===== config.mk =====
export PLATFORM = sky130hd
export DESIGN_NAME = multiplexer_n_inputs_buffered
export DESIGN_NICKNAME = d
export VERILOG_FILES = /design/src/rtl/multiplexer_n_inputs_buffered.sv
export SDC_FILE = /design/constraint.sdc
export NUM_CORES = 1
export LEC_CHECK = 0
export ABC_AREA = 1
export BUFFER_PORTS_ARGS = -buffer_cell sky130_fd_sc_hd__buf_2
export CAP_MARGIN = 5
export CORE_ASPECT_RATIO = 0.8
export CORE_UTILIZATION = 50
export CTS_CLUSTER_DIAMETER = 200
export CTS_CLUSTER_SIZE = 16
export DETAILED_ROUTE_END_ITERATION = 7
export GPL_ROUTABILITY_DRIVEN = 0
export PLACE_DENSITY = 0.83
export SETUP_SLACK_MARGIN = 0.3
export SYNTH_ARGS = -nofsm -noshare
export SYNTH_HDL_FRONTEND = slang
export SYNTH_SLANG_ARGS = --single-unit

===== constraint.sdc =====
create_clock -name clk -period 2.3 [get_ports clk]
set_input_delay 0.23 -clock clk [delete_from_list [all_inputs] [get_ports clk]]
set_output_delay 0.23 -clock clk [all_outputs]
set_load 0.03 [all_outputs]

===== src/rtl/multiplexer_n_inputs_buffered.sv =====
// N-input word selector with select-range flagging, presented through a
// registered valid/ready output stage backed by a one-entry skid buffer.
module multiplexer_n_inputs_buffered #(
    parameter  int unsigned WIDTH    = 32,
    parameter  int unsigned N_INPUTS = 4,
    localparam int unsigned SEL_W    = (N_INPUTS > 1) ? $clog2(N_INPUTS) : 1
) (
    input  logic                      clk,
    input  logic                      resetn,
    input  logic [N_INPUTS*WIDTH-1:0] in_data,
    input  logic [SEL_W-1:0]          in_sel,
    input  logic                      in_valid,
    output logic                      in_ready,
    output logic [WIDTH-1:0]          out_data,
    output logic                      out_sel_err,
    output logic                      out_valid,
    input  logic                      out_ready
);

    localparam logic [1:0] ST_EMPTY = 2'd0;
    localparam logic [1:0] ST_ONE   = 2'd1;
    localparam logic [1:0] ST_FULL  = 2'd2;

    logic [1:0]       state;
    logic [1:0]       state_nxt;
    logic [WIDTH-1:0] sel_word;
    logic             sel_err;
    logic [WIDTH-1:0] skid_data;
    logic             skid_err;
    logic             accept;
    logic             emit;
    logic             head_load_in;
    logic             head_load_skid;
    logic             skid_load;

    assign accept = in_valid & in_ready;
    assign emit   = out_valid & out_ready;

    // Out-of-range selects resolve to zero data with the error flag set.
    always_comb begin
        sel_word = '0;
        sel_err  = 1'b1;
        for (int k = 0; k < int'(N_INPUTS); k++) begin
            if (in_sel == SEL_W'(k)) begin
                sel_word = in_data[k*WIDTH +: WIDTH];
                sel_err  = 1'b0;
            end
        end
    end

    always_ff @(posedge clk or negedge resetn) begin
        if (!resetn) begin
            state     <= ST_EMPTY;
            in_ready  <= 1'b1;
            out_valid <= 1'b0;
        end else begin
            state     <= state_nxt;
            in_ready  <= (state_nxt != ST_FULL);
            out_valid <= (state_nxt != ST_EMPTY);
        end
    end

    // Next-state and datapath steering.
    always_comb begin
        state_nxt      = state;
        head_load_in   = 1'b0;
        head_load_skid = 1'b0;
        skid_load      = 1'b0;
        case (state)
            ST_EMPTY: begin
                if (accept) begin
                    state_nxt    = ST_ONE;
                    head_load_in = 1'b1;
                end
            end
            ST_ONE: begin
                if (accept && emit) begin
                    head_load_in = 1'b1;
                end else if (accept) begin
                    state_nxt = ST_FULL;
                    skid_load = 1'b1;
                end else if (emit) begin
                    state_nxt = ST_EMPTY;
                end
            end
            ST_FULL: begin
                if (emit) begin
                    state_nxt      = ST_ONE;
                    head_load_skid = 1'b1;
                end
            end
            default: state_nxt = ST_EMPTY;
        endcase
    end

    // Head and skid registers; the head keeps its last word while empty.
    always_ff @(posedge clk or negedge resetn) begin
        if (!resetn) begin
            out_data    <= '0;
            out_sel_err <= 1'b0;
            skid_data   <= '0;
            skid_err    <= 1'b0;
        end else begin
            if (head_load_in) begin
                out_data    <= sel_word;
                out_sel_err <= sel_err;
            end else if (head_load_skid) begin
                out_data    <= skid_data;
                out_sel_err <= skid_err;
            end
            if (skid_load) begin
                skid_data <= sel_word;
                skid_err  <= sel_err;
            end
        end
    end

endmodule

==> impl_results.md <==
* Fin crit share at 74.0%
* HP Class: in2async
* Syn nets at 716
* Cell accounting for the most synthesized area: dfrtp_1
* Leakage at 0.00271 µW
* Reg-to-reg critical path startpoint: in_ready$_DFF_PN1_
* Port buffer count at 168
* N_diodes at 0
* Kind of critical path: in2reg
* DR WL/cell at 14.2 µm
* CTS tree: built
* Clk pin slew, worst setup/hold paths at 0.08 ns
* FF+latch count, synth at 70
* Minimum clock period at 1.70 ns
* Die area at 8310 µm²
* Critical Path RT at 2.52 ns
* Post-route cell area at 5070 µm²
* H-tree Lvls at 3
* Pwr Total at 5920 µW
* CP Launch Point: in_sel[1]
* # IOs at 169
* Register Area at 1750 µm²
* Post-synth cell types at 18
* Die X at 102 µm
* Syn avg cell area at 6.83 µm²
* Post-placement setup slack at 0.320 ns
* Slew @ Worst Pin at 0.896 ns
* Crit path DAT at 1.93 ns
* Critical-path cell list: buf_2 > buf_4 > nand2_1 > or2_2 > nand2_1 > nand2_1 > nand2_1 > nand2_1
* Most common cell after layout, fill and taps aside: nand2_1
* Cells after synthesis at 582
* Crit path max fanout at 39
* Crit path largest cell delay at 0.49 ns
* Dpl cell area at 4860 µm²
* Initial Utilization at 52.8%
* First-pass GRT wire length at 18.9 mm
* Root Driver: clkbuf_8
* Routed wire length at 12.0 mm
* Worst path setup slack after routing at 0.598 ns
* Mapped cell area at 3980 µm²
* Dpl cells at 827
* Fillers at 664
* RSZ-0062 raised after global routing: false
* Hold_ws at -0.0110 ns
* Final setup vio count at 0
* Post-DRT Antenna Nets at 0
* Max capacitance violation total at 0
* Initial antenna violation count at 0
* Most frequent cells in the layout: 214 x nand2_1, 167 x buf_2, 72 x nand3_1
* Bufs on Longest Clock Path at 2
* Hpwl dp at 8.48 mm
* Max Fclk at 0.588 GHz
* Number of hold violations in the final report at 6
* Yosys warns at 0
* GRT Util Overall at 29.8%
* Max transition margin at 40.3%
* Initial DRC count at 344
* Largest net degree at the start of global routing at 71
* Status: finished, violations left
* Multi-input logic area at 1920 µm²
* Startpoint types: input port
* Die H at 81.8 µm
* Drt via density at 5.29
* Grt total ovfl at 0
* Final slew viol count at 0
* Via Count at 4,458
* Synth area leaders: dfrtp_1 43%, nand2_1 20%, nand3_1 9.2%
* Cts-stage hold buffer count at 0
* CTS Buf Count at 9
* Fin Clk Skew at 0.00759 ns
* # DRC at 0
* Area share of the largest cell type after synthesis at 43.4%
* Area growth, synth to finish at 27.6%
* Core Region at 7530 µm²
* Setup_tns at 0 ns
* Post-layout net count at 867
* Worst path slowest cell: nand2_1
* Detailed Routing Iterations Pass 1 at 7
* Number of global-route vias before repair at 4,241
* Clk Latency, worst-skew pair at 0.34 ns
* Non-filler instance count after layout at 843
* Maximum vdd drop at 483 µV
* Num rows at 28
* Crit. End Element: flop
* Failing checks: hold timing
* Pwr per Cell Area at 1170 nW/µm²
* Post-CTS setup buffer count at 0
* Sequential share of the synthesized area at 44.1%
* Most Frequent Cell on Critical Path: nand2_1
* # clock sinks at 70
* Share of layout cells above drive strength 1 at 27.8%
## synthesized netlist by cell type
cell	instances
nor2_1	36
o21ai_1	35
o21ai_0	40
clkbuf_1	18
or2_1	3
buf_2	18
dfrtp_1	69
nor3_2	1
nand3_1	73
inv_1	37
nor2_2	2
or2_2	3
nand4_1	9
inv_2	5
dfstp_2	1
or2_0	17
a21oi_1	1
nand2_1	214
## stage by stage
stage | hold slack [ns] | util [%]
floorplan | -0.0656 | -
finish | -0.0110 | 67.3
global route | 0.0642 | 67.3
CTS | 0.0340 | 67.3
detailed placement | 0.405 | 64.5
global placement | 0.397 | 64.5
## metal layers
metal	wire, µm	GRT usage, %	share of wire (%)	up-vias
li1	-	-	-	2150
met1	4820	36.9	40	2034
met2	5790	51.7	48	244
met3	1090	5.45	9.1	30
met4	284	12.0	2.4	0
met5	0	0	0	-
## kinds of logic (layout without fill, tap and decap cells)
logic type / Yosys count / in the layout / share of synthesized area, %
buffers and inverters: 78 / 234 / 7.93
AND/OR/NAND/NOR: 358 / 358 / 38.4
AO/OA/AOI/OAI: 76 / 76 / 9.57
flip-flops: 70 / 70 / 44.1
## critical path, delay by kind of cell
| family | cells | cell delay, ns |
|---|---|---|
| AND/OR/NAND/NOR | 6 | 1.23 |
| buffers and inverters | 2 | 0.44 |
## final timing paths
path	endpoint	slack, ns	depth (start not counted)
worst max-delay path	out_data[0]$_DFFE_PN0P_	0.60	8
worst min-delay path	out_data[18]$_DFFE_PN0P_	-0.01	1
worst max register to register	skid_data[14]$_DFFE_PN0P_	0.73	5
worst min register to register	out_data[10]$_DFFE_PN0P_	0.48	2
max in group asynchronous	out_data[25]$_DFFE_PN0P_	1.70	1
min in group clk	in_ready$_DFF_PN1_	0.23	3
## what timing repair did
| action | in CTS | in global routing |
|---|---|---|
| setup endpoints to repair | 0 | 1 |
| hold endpoints to repair | 0 | 0 |
| resized for setup | 0 | 1 |
## power by group
part           total [µW]  leakage (µW)  internal [µW]  switching, µW
clock network        1030     0.0000976            558            475
logic                2760       0.00177            855           1900
registers            2130      0.000850           1830            309
total                5920       0.00271           3240           2690
## layout make-up
| class | count | area share, % |
|---|---|---|
| inverter | 42 | 3.11 |
| clock buffer | 11 | 2.99 |
| tap | 105 | 2.59 |
| sequential | 70 | 34.6 |
| multi-input combinational | 434 | 37.8 |
| clock inverter | 5 | 1.13 |
| timing repair buffer | 176 | 17.8 |
## sequential cells by signal, indices dropped and copies added (netlist names)
signal and flops:
out_data 32, skid_data 32, state 2, in_ready 1
out_sel_err 1, out_valid 1, skid_err 1
(Power assumes the default switching activity.)
